File: config.mk
export PLATFORM = sky130hd
export DESIGN_NAME = clk_div_prog_flat
export DESIGN_NICKNAME = d
export VERILOG_FILES = /design/src/rtl/clk_div_prog_if.sv /design/src/rtl/clk_div_prog.sv /design/src/flat_wrapper.sv
export SDC_FILE = /design/constraint.sdc
export NUM_CORES = 1
export LEC_CHECK = 0
export ABC_AREA = 1
export CORE_MARGIN = 4
export CORE_UTILIZATION = 50
export DETAILED_ROUTE_END_ITERATION = 10
export MAX_ROUTING_LAYER = met4
export PLACE_DENSITY = 0.87
export SYNTH_ARGS = -nofsm -noshare
export SYNTH_HDL_FRONTEND = slang
export SYNTH_SLANG_ARGS = --single-unit
File: constraint.sdc
create_clock -name clk_in -period 3.35 [get_ports clk_in]
set_input_delay 0.5025 -clock clk_in [delete_from_list [all_inputs] [get_ports clk_in]]
set_output_delay 0.5025 -clock clk_in [all_outputs]
set_load 0.01 [all_outputs]
File: src/rtl/clk_div_prog_if.sv
// Control and status bundle for the programmable clock divider.
// The master side drives enable and divisor loads; the slave side is the divider itself.
interface clk_div_prog_if #(
    parameter int CNT_W = 8
);
    logic             en;
    logic [CNT_W-1:0] div_in;
    logic             div_load;
    logic             clk_div_out;
    logic             tick;
    logic [CNT_W-1:0] div_active;
    logic             div_pending;
    logic             err;

    modport master (
        output en, div_in, div_load,
        input  clk_div_out, tick, div_active, div_pending, err
    );

    modport slave (
        input  en, div_in, div_load,
        output clk_div_out, tick, div_active, div_pending, err
    );
endinterface

File: src/rtl/clk_div_prog.sv
// Programmable integer clock divider with a 50% duty output for odd and even divisors.
// A new divisor is held pending and only takes effect at a period boundary.
module clk_div_prog #(
    parameter int CNT_W       = 8,
    parameter int DEFAULT_DIV = 5
) (
    input  logic          clk_in,
    input  logic          rst,
    clk_div_prog_if.slave bus
);
    localparam logic [CNT_W-1:0] DIV_RST = CNT_W'(DEFAULT_DIV);
    localparam logic [CNT_W-1:0] CNT_RST = CNT_W'(DEFAULT_DIV - 1);
    localparam logic [CNT_W-1:0] DIV_MIN = CNT_W'(2);

    logic [CNT_W-1:0] cnt;
    logic [CNT_W-1:0] cnt_last;
    logic [CNT_W-1:0] cnt_next;
    logic [CNT_W-1:0] div_active;
    logic [CNT_W-1:0] div_pend;
    logic [CNT_W-1:0] div_new;
    logic [CNT_W:0]   half;
    logic             div_pending;
    logic             err;
    logic             q_pos;
    logic             q_neg;
    logic             tick;
    logic             boundary;

    always_comb begin
        cnt_last = div_active - 1'b1;
        boundary = bus.en && div_pending && (cnt == cnt_last);
        div_new  = boundary ? div_pend : div_active;
        cnt_next = (cnt == cnt_last) ? '0 : cnt + 1'b1;
        // One extra bit so the largest divisor cannot overflow when rounding up.
        half     = ({1'b0, div_new} + 1'b1) >> 1;
    end

    always_ff @(posedge clk_in) begin
        if (rst) begin
            cnt         <= CNT_RST;
            div_active  <= DIV_RST;
            div_pend    <= '0;
            div_pending <= 1'b0;
            err         <= 1'b0;
            q_pos       <= 1'b0;
            tick        <= 1'b0;
        end else begin
            if (bus.en) begin
                cnt   <= cnt_next;
                tick  <= (cnt_next == '0);
                q_pos <= ({1'b0, cnt_next} < half);
            end
            if (boundary) begin
                div_active  <= div_pend;
                div_pending <= 1'b0;
            end
            // A load on the boundary edge lands after the apply, so it waits one more period.
            if (bus.div_load) begin
                if (bus.div_in >= DIV_MIN) begin
                    div_pend    <= bus.div_in;
                    div_pending <= 1'b1;
                end else begin
                    err <= 1'b1;
                end
            end
        end
    end

    // Half-cycle delayed copy trims the odd-divisor high phase by half a clk_in period.
    always_ff @(negedge clk_in) begin
        if (rst) begin
            q_neg <= 1'b0;
        end else if (bus.en) begin
            q_neg <= q_pos;
        end
    end

    assign bus.clk_div_out = div_active[0] ? (q_pos & q_neg) : q_pos;
    assign bus.tick        = tick;
    assign bus.div_active  = div_active;
    assign bus.div_pending = div_pending;
    assign bus.err         = err;
endmodule

File: src/flat_wrapper.sv
// flat-port wrapper written by rule: the top's interface ports become plain ports
module clk_div_prog_flat 
#(
    parameter int CNT_W       = 8,
    parameter int DEFAULT_DIV = 5
)
  (clk_in, rst, bus_en, bus_div_in, bus_div_load, bus_clk_div_out, bus_tick, bus_div_active, bus_div_pending, bus_err);
  clk_div_prog_if #(.CNT_W(CNT_W)) bus_i ();
  input  logic clk_in;
  input  logic rst;
  input wire logic [$bits(bus_i.en)-1:0] bus_en;
  input wire logic [$bits(bus_i.div_in)-1:0] bus_div_in;
  input wire logic [$bits(bus_i.div_load)-1:0] bus_div_load;
  output wire logic [$bits(bus_i.clk_div_out)-1:0] bus_clk_div_out;
  output wire logic [$bits(bus_i.tick)-1:0] bus_tick;
  output wire logic [$bits(bus_i.div_active)-1:0] bus_div_active;
  output wire logic [$bits(bus_i.div_pending)-1:0] bus_div_pending;
  output wire logic [$bits(bus_i.err)-1:0] bus_err;
  assign bus_i.en = bus_en;
  assign bus_i.div_in = bus_div_in;
  assign bus_i.div_load = bus_div_load;
  assign bus_clk_div_out = bus_i.clk_div_out;
  assign bus_tick = bus_i.tick;
  assign bus_div_active = bus_i.div_active;
  assign bus_div_pending = bus_i.div_pending;
  assign bus_err = bus_i.err;
  clk_div_prog #(.CNT_W(CNT_W), .DEFAULT_DIV(DEFAULT_DIV)) u_core (.clk_in(clk_in), .rst(rst), .bus(bus_i));
endmodule
# After elaboration in Yosys (flattened, before gate mapping)

Index checks and enable logic that the tools add are counted.

Bits in registers: 29
Bits of input ports: 12

Add/subtract/negate cells: 3
Order comparisons: 2
Equal/unequal tests: 1
Mux-type cells: 6
Bitwise operators: 2
Reduce and logical (&&, ||, !) cells: 5

Operators with widths:

| kind                                                               | count |
|---|---|
| 2-to-1 mux 8 bit                                                   | 2 |
| adder 8 x 1 -> 9 bit (second input constant)                       | 1 |
| adder 8 x 1 -> 8 bit (second input constant)                       | 1 |
| == test 8 bit                                                      | 1 |
| greater-or-equal comparator 8 x 2 -> 1 bit (second input constant) | 1 |
| logical NOT 8 bit                                                  | 1 |
| less-than comparator 8 bit                                         | 1 |
| subtractor 8 x 1 -> 8 bit (second input constant)                  | 1 |
| 2-to-1 mux 1 bit                                                   | 4 |
| AND reduction 2 bit                                                | 2 |
| logical AND 1 bit                                                  | 2 |
| AND 1 bit                                                          | 1 |
| NOT 1 bit                                                          | 1 |

# Longest topological paths before layout

Gate-level depths: netlist (run 1).

Depth in word-level cells: 6
Gate-level depth with buffers: 27
Gate-level depth less buffers: 27

==> results of run 1 <==
## stage by stage
| step | cell area, sq um | cells | setup slack [ns] | util |
|---|---|---|---|---|
| floorplan | 1890 | 296 | 0.0300 | - |
| global placement | 2220 | 370 | 0.197 | 0.607 |
| detailed placement | 2220 | 370 | 0.00459 | 0.607 |
| CTS | 2320 | 378 | 0.0116 | 0.635 |
| global route | 2480 | 381 | -0.260 | 0.676 |
| finish | 2480 | 381 | -0.00399 | 0.676 |
## final timing paths
path / cells after the start / end / slack [ns] / start
worst max-delay path: 26 / u_core.q_pos / -0.004 / u_core.bus.div_active[1]
worst min-delay path: 2 / u_core.div_pend[3] / 0.48 / u_core.div_pend[3]
worst max register to register: 26 / u_core.q_pos / -0.004 / u_core.bus.div_active[1]
worst min register to register: 2 / u_core.div_pend[3] / 0.48 / u_core.div_pend[3]
## routing by layer
metal	share of wire	up-vias	global-route usage
met3	0.060	10	0.0435
met5	0	-	-
met1	0.40	936	0.219
met2	0.52	63	0.364
li1	-	1002	-
met4	0.021	0	0.0781
## cell type report
type,count,area (sq um),area share
clock buffers,7,96.3,0.0389
clock inverters,2,8.76,0.00354
inverters,40,153,0.0616
multi-input cells,219,1240,0.502
flip-flops and latches,29,586,0.236
well taps,48,60.1,0.0243
repair buffers,36,330,0.133
## placed cells by master, fill, tap and decap left out, types with 3 or more instances in the layout
cell	count
or2_2	3
inv_2	6
nand3_2	3
nand2_1	78
o21ai_2	4
clkbuf_8	7
ha_1	6
nand4_1	5
nand3_1	7
nor2_4	4
xnor2_1	4
dfxtp_1	27
inv_1	33
o21ai_0	15
clkdlybuf4s50_1	22
ha_4	3
xor2_1	7
nand2_2	6
nor2_1	44
a21oi_1	15
buf_4	12
## timing repair
action	4_1_cts	5_1_grt
setup endpoints to repair	2	1
buffers inserted	0	3
pin swaps	0	19
resized for setup	2	29
## power by group through the flow
stage / logic, mW / registers [mW] / clock network, mW
after floorplan: 0.145 / 0.390 / 0.00374
after global placement: 0.203 / 0.395 / 0.00374
after detailed placement: 0.210 / 0.396 / 0.00374
after CTS: 0.212 / 0.388 / 0.324
after global routing: 0.276 / 0.391 / 0.342
final: 0.248 / 0.389 / 0.319
## kinds of logic after synthesis
kind of cell	share of synthesized area
buffers and inverters	0.0998
XOR/XNOR	0.0509
flip-flops	0.307
AND/OR/NAND/NOR	0.354
adder cells (fa/ha/maj)	0.0661
AO/OA/AOI/OAI	0.123
## flip-flops by register name, indices dropped and copies added, names as in the netlist
name,flops
u_core.bus.div_pending,1
u_core.cnt,8
u_core.bus.tick,1
u_core.q_neg,1
u_core.q_pos,1
u_core.bus.div_active,8
u_core.div_pend,8
u_core.bus.err,1
## worst min-delay path, stage by stage (launching register included)
cell and delay (ns):
dfxtp_1 0.30, inv_1 0.06, a21oi_1 0.06
==> flow_summary.ini, run 1 <==
[synth]
yosysTopAreaCellShare = 0.307
ys_seq_area_frac = 0.307
syn_inst = 296
yosysWarnings = 0
synth.top_cells.by_area = dfxtp_1 (31%), nand2_1 (16%), nor2_1 (9.1%)
syn_nets = 318
netlist_area_sq_mm = 0.00189
synth_edf_count = 0
async_reset_ff_frac = 0
syn_avg_cell_area_sq_um = 6.40
synthMostInstantiatedCell = nand2_1
synth_seq_cells = 29
ys_top_cells_by_count = nand2_1 (82), nor2_1 (46), inv_1 (36), dfxtp_1 (29), a21oi_1 (17)
yosys_most_used_dff = dfxtp_1
synth.distinct_cells = 30
synth_largest_area_cell = dfxtp_1

[route]
first_pass_iters = 4
viasPerCell = 5.28
wl_per_cell_um = 13.2
dr.first_iter.drc_count = 108
drc = 0
ant_nets = 0
via_count = 2011
wl_um = 5040

[place]
hpwl_um = 3630
routabilityCongestion = 0.950
port_buffers = 23

[layout]
n_antenna_cell = 0
nets = 354
fillers = 265
drive_gt1_frac = 0.183
area_growth_pct = 30.8

[power]
leakagePower_nw = 1.15
pwr-share-seq = 0.407
total_power_uw = 956
power_frac_clock = 0.334
power_frac_comb = 0.260
vdd.ir_drop.worst_v = 0.000407
p_int_uw = 658
switching_share = 0.312
powerDensity_mw_per_mm2 = 386
switching_power_uw = 298

[die]
initial_core_util = 0.517
io_pins = 24
die_area_sq_mm = 0.00483
fp.coreArea_sq_mm = 0.00366
fp.dieW_um = 69.5
dieHeight_um = 69.5
fp-row-count = 22

[critical_path]
crit_slowest_cell = dfxtp_4
cpPeakStageDelay_ns = 0.36
critPathMaxFanout = 4
crit_family = simple AND/OR/NAND/NOR gates
worst_ep_required_time_ns = 3.57
crit_buf_inv = 5
critPathMostFrequentCell = nand2_2
arrival_ns = 3.57
crit_path_end_kind = flop
path_class = reg -> reg
startpoint_type = flop

[global_routing]
grt_pass1_wl_um = 7810
grt_max_degree = 17
grtUsageTotal = 0.204
antenna_found_initial = 0
grt_pass1_vias = 1855
gr-total-overflow = 0

[clock_tree]
path_clk_slew_ns = 0.06
cts_tree = yes
h-tree-depth = 2
cts_sinks = 29
cts-root-buf = clkbuf_8
numCtsBuffers = 5
clk_latency_ns = 0.33
cts.path.max_buffers = 2
cts_hold_buf = 0

[timing]
finalCriticalPeriod_ns = 3.35
fin_skew_ns = 0.0530
tightestPinTransition_ns = 0.478
max_freq_mhz = 298
period_share = 1.00
slew_headroom = 0.678
finalSetupViolCount = 1
maxSlewViolCount = 0
worst_slack_ns = -0.00399
grt_setup_unrepaired = true
hold_viol = 0
hold_slack_ns = 0.478
final.setup.tns_ns = -0.00399

[hold_path]
min_path_type = reg -> reg

[flow_run]
cap_viol_max_count = 0

[run_status]
status = complete, but fails checks
violations = negative setup slack
Power figures use the tool's default switching activity.
==> run 2: changes to the inputs <==
--- a/config.mk
+++ b/config.mk
@@ -8,6 +8,7 @@
 export ABC_AREA = 1
 export CORE_MARGIN = 4
 export CORE_UTILIZATION = 50
+export CTS_BUF_LIST = sky130_fd_sc_hd__clkbuf_16
 export DETAILED_ROUTE_END_ITERATION = 10
 export MAX_ROUTING_LAYER = met4
 export PLACE_DENSITY = 0.87
==> flow_summary.ini, run 2 (synthesis results as in run 1) <==
[run_status]
status = complete, but fails checks
violations = negative setup slack

[timing]
slew_headroom = 0.755
tightestPinTransition_ns = 0.364
hold_viol = 0
worst_slack_ns = -0.172
finalSetupViolCount = 1
grt_setup_unrepaired = true
finalCriticalPeriod_ns = 3.52
final.setup.tns_ns = -0.172
fin_skew_ns = 0.0827
period_share = 1.05
max_freq_mhz = 284
maxSlewViolCount = 0

[critical_path]
path_class = reg -> reg
critPathMaxFanout = 4
arrival_ns = 3.73
crit_path_end_kind = flop
startpoint_type = flop
worst_ep_required_time_ns = 3.56
reg2reg_slack_ns = -0.17

[global_routing]
antenna_found_initial = 0
grt_pass1_wl_um = 7910
grt_use_met2 = 0.377
grt_pass1_vias = 1870
grt_max_degree = 17
use_met1 = 0.219
grtUsageTotal = 0.210
gr-total-overflow = 0
busiest_layer = met2
grt.met3_usage = 0.0536

[clock_tree]
h-tree-depth = 2
numCtsBuffers = 5
clk_latency_ns = 0.36
cts-root-buf = clkbuf_16
cts_tree = yes
cts_hold_buf = 0
cts.path.max_buffers = 2
path_clk_slew_ns = 0.05
cts_sinks = 29

[power]
power_frac_clock = 0.389
p_int_uw = 744
switching_share = 0.308
powerDensity_mw_per_mm2 = 418
power_frac_comb = 0.248
leakagePower_nw = 1.21
vdd.ir_drop.worst_v = 0.000439
pwr-share-seq = 0.363
switching_power_uw = 332
total_power_mw = 1.08

[die]
die_area_sq_mm = 0.00483
initial_core_util = 0.517
fp-row-count = 22
dieHeight_um = 69.5
io_pins = 24
fp.dieW_um = 69.5
fp.coreArea_sq_mm = 0.00366

[route]
wl_per_cell_um = 14.9
drc = 0
via_count = 2119
viasPerCell = 5.50
ant_nets = 0
dr.first_iter.drc_count = 163
first_pass_iters = 5
wl_um = 5740

[layout]
layout_common_cells = nand2_1 (77), nor2_1 (44), inv_1 (32)
layout_commonest_cell = nand2_1
top_regs = u_core.bus.div_active: 8 flops, u_core.cnt: 8 flops, u_core.div_pend: 8 flops
fin_area_sq_mm = 0.00258
area_growth_pct = 36.2
nets = 358
drive_gt1_frac = 0.199
n_antenna_cell = 0

[place]
port_buffers = 23
place_area_sq_mm = 0.00222
hpwl_um = 3630
routabilityCongestion = 0.950

[flow_run]
cap_viol_max_count = 0

[hold_path]
min_path_type = reg -> reg
[run 2: cell types whose count changed in the layout (fill, tap and decap cells not counted), sizes merged]
cell	delta
buf	+4
clkbuf	-2
clkinv	+2
[run 2: power groups by stage]
stage	Combinational [mW]	Clock, mW	Sequential, mW
finish	0.267	0.419	0.391
global route	0.289	0.441	0.392
CTS	0.213	0.421	0.389
detailed placement	0.210	0.00374	0.396
global placement	0.203	0.00374	0.395
floorplan	0.145	0.00374	0.390
[run 2: layout make-up]
type	instances	area, sq um
clock buffer	5	125
sequential	29	586
clock inverter	4	16.3
inverter	40	153
multi-input combinational	219	1270
tap	48	60.1
fill	245	1080
timing repair buffer	40	364
[run 2: critical path, stage by stage, from the launching register on]
cell and delay [ns]:
dfxtp_4 0.36, inv_4 0.04, ha_4 0.26, inv_2 0.03, nand2_2 0.04, nand2_1 0.05
nor2_1 0.10, nand3_1 0.12, nor2_1 0.18, nand3_2 0.14, nor2_4 0.18, inv_2 0.07
nand2_2 0.07, o21ai_2 0.06, inv_2 0.08, ha_4 0.16, nand2_4 0.06, nor2_4 0.14
nand4_1 0.17, inv_1 0.15, nand2_2 0.08, ha_4 0.27, nand2_4 0.08, nor2_4 0.04
a2111oi_4 0.26, nand2_1 0.11, a21oi_2 0.14
[run 2: repair_timing]
| item | CTS | global route |
|---|---|---|
| setup endpoints to repair | 2 | 1 |
| resized for setup | 2 | 37 |
| cloned | 0 | 0 |
| pin swaps | 0 | 21 |
| buffers inserted | 0 | 7 |
[run 2: through the flow]
| stage | std cells | util | hold slack [ns] | setup slack (ns) |
|---|---|---|---|---|
| detailed placement | 370 | 0.607 | 0.454 | 0.00459 |
| floorplan | 296 | - | 0.425 | 0.0300 |
| CTS | 378 | 0.645 | 0.465 | 0.0197 |
| global route | 385 | 0.704 | 0.486 | -0.414 |
| global placement | 370 | 0.607 | 0.441 | 0.197 |
| finish | 385 | 0.704 | 0.467 | -0.172 |
[run 2: metal layers]
metal	vias up	routed length, um
met5	-	0
met4	0	310
met3	38	407
met2	116	2870
met1	957	2150
li1	1008	-
[run 2: worst paths after layout]
| kind | start | endpoint | cells past startpoint |
|---|---|---|---|
| worst max-delay path | u_core.bus.div_active[1] | u_core.q_pos | 26 |
| worst min-delay path | u_core.div_pend[3] | u_core.div_pend[3] | 2 |
| worst max register to register | u_core.bus.div_active[1] | u_core.q_pos | 26 |
| worst min register to register | u_core.div_pend[3] | u_core.div_pend[3] | 2 |
==> run 3: changes to the inputs <==
--- a/config.mk
+++ b/config.mk
@@ -7,11 +7,11 @@
 export LEC_CHECK = 0
 export ABC_AREA = 1
 export CORE_MARGIN = 4
-export CORE_UTILIZATION = 50
+export CORE_UTILIZATION = 55
 export CTS_BUF_LIST = sky130_fd_sc_hd__clkbuf_16
 export DETAILED_ROUTE_END_ITERATION = 10
 export MAX_ROUTING_LAYER = met4
-export PLACE_DENSITY = 0.87
+export PLACE_DENSITY = 0.83
 export SYNTH_ARGS = -nofsm -noshare
 export SYNTH_HDL_FRONTEND = slang
 export SYNTH_SLANG_ARGS = --single-unit
==> constraint.sdc (replaced) <==
create_clock -name clk_in -period 4 [get_ports clk_in]
set_input_delay 0.6 -clock clk_in [delete_from_list [all_inputs] [get_ports clk_in]]
set_output_delay 0.6 -clock clk_in [all_outputs]
set_load 0.01 [all_outputs]
==> flow_summary.ini, run 3 (synthesis results as in run 1) <==
[run_status]
status = complete, no violations

[power]
vdd.ir_drop.worst_v = 0.000323
leakagePower_nw = 1.14
powerDensity_mw_per_mm2 = 391

[timing]
period_share = 0.888
tightestPinTransition_ns = 0.399
hold_viol = 0
finalSetupViolCount = 0
max_freq_mhz = 282
hold_slack_ns = 0.452
grt_setup_unrepaired = false
fin_skew_ns = 0.0768
slew_headroom = 0.733
maxSlewViolCount = 0
final.setup.tns_ns = 0
finalCriticalPeriod_ns = 3.55

[critical_path]
startpoint_type = flop
path_class = reg -> reg
critPathMostFrequentCell = nand2_1
r2r.worst_path.cells = 26
crit_path_end_kind = flop
cpPeakStageDelay_ns = 0.37
r2r-start = u_core.bus.div_active[0]
crit_slowest_cell = dfxtp_1
worst_ep_required_time_ns = 4.21
critPathMaxFanout = 11
r2r_end = u_core.q_pos
reg2reg_slack_ns = 0.45
arrival_ns = 3.76

[clock_tree]
post_cts_buffers = 0
cts-root-buf = clkbuf_16
h-tree-depth = 2
cts_hold_buf = 0
cts_sinks = 29
numCtsBuffers = 5
path_clk_slew_ns = 0.05
cts.path.max_buffers = 2
clk_latency_ns = 0.35
cts_tree = yes

[place]
hpwl_um = 3480
port_buffers = 23
place_area_sq_mm = 0.00218
routabilityCongestion = 0.914

[route]
wl_per_cell_um = 12.4
via_count = 1898
drc = 0
viasPerCell = 5.13
dr.first_iter.drc_count = 118
first_pass_iters = 4
ant_nets = 0
wl_um = 4570

[die]
dieHeight_um = 66.7
fp.coreArea_sq_mm = 0.00334
die_area_sq_mm = 0.00444
initial_core_util = 0.567
io_pins = 24
fp.dieW_um = 66.7
fp-row-count = 21

[layout]
fin_area_sq_mm = 0.00234
drive_gt1_frac = 0.0895
top_regs = u_core.bus.div_active: 8 flops, u_core.cnt: 8 flops, u_core.div_pend: 8 flops
area_growth_pct = 23.7
nets = 345
fillers = 295
layout_commonest_cell = nand2_1
layout_common_cells = nand2_1 (82), nor2_1 (46), inv_1 (37)
n_antenna_cell = 0

[flow_run]
cap_viol_max_count = 0

[global_routing]
grt_pass1_vias = 1720
grt_max_degree = 17
grtUsageTotal = 0.241
grt_pass1_wl_um = 7760
gr-total-overflow = 0
antenna_found_initial = 0

[hold_path]
hold_depth = 2
min_from = u_core.div_pend[3]
holdPathEnd = u_core.div_pend[3]
min_path_type = reg -> reg
==> run 3: cell count changes in the layout (fill, tap and decap cells not counted), sizes merged <==
cell          delta
clkinv           -1
dlygate4sd2      -1
clkinvlp         -1
bufinv           +1
inv              +1
dlymetal6s2s     +1
buf             -13
==> run 3: worst max-delay path by stage <==
stage                        startpoint         endpoint  slack (ns)  cells after the start
2_1_floorplan                       rst     u_core.q_neg        0.68                      5
3_3_place_gp               u_core.q_neg  bus_clk_div_out        0.45                      3
3_5_place_dp               u_core.q_neg  bus_clk_div_out        0.44                      3
4_1_cts                    u_core.q_neg  bus_clk_div_out        0.07                      3
5_1_grt        u_core.bus.div_active[0]     u_core.q_pos        0.04                     25
6_report       u_core.bus.div_active[0]     u_core.q_pos        0.45                     26
==> run 3: cell type report <==
type	count	area (sq um)	share of cell area
multi-input combinational	219	1120	0.480
timing repair buffer	27	263	0.112
inverter	40	150	0.0641
tap	46	57.6	0.0246
sequential	29	581	0.248
clock buffer	5	125	0.0534
clock inverter	4	41.3	0.0176
==> run 3: through the flow <==
stage	instances	total power, mW	util	setup WS (ns)
finish	370	0.916	0.702	0.449
global route	370	0.968	0.702	0.0364
global placement	362	0.498	0.652	0.446
detailed placement	362	0.503	0.652	0.439
CTS	370	0.923	0.701	0.0659
floorplan	296	0.451	-	0.675
==> run 3: where the power goes <==
| group | internal, mW | switching, mW |
|---|---|---|
| logic | 0.0709 | 0.102 |
| registers | 0.307 | 0.0180 |
| clock network | 0.290 | 0.128 |
==> run 3: critical path, delay by kind of cell, from the launching register on <==
| family | cells | cell delay (ns) |
|---|---|---|
| simple gates | 16 | 1.39 |
| fa+ha+maj | 3 | 0.80 |
| compound gates | 3 | 0.49 |
| buf+inv | 4 | 0.43 |
| flops | 1 | 0.37 |
==> run 3: layer usage <==
layer	GRT usage	wire length [um]	part of all wire
met5	-	0	0
met4	0.0888	80	0.017
met2	0.399	2210	0.48
met1	0.284	2000	0.44
met3	0.0556	279	0.061
==> run 3: what timing repair did <==
action                     4_1_cts  5_1_grt
hold endpoints to repair         0        0
setup endpoints to repair        0        2
gates resized for setup          0        2
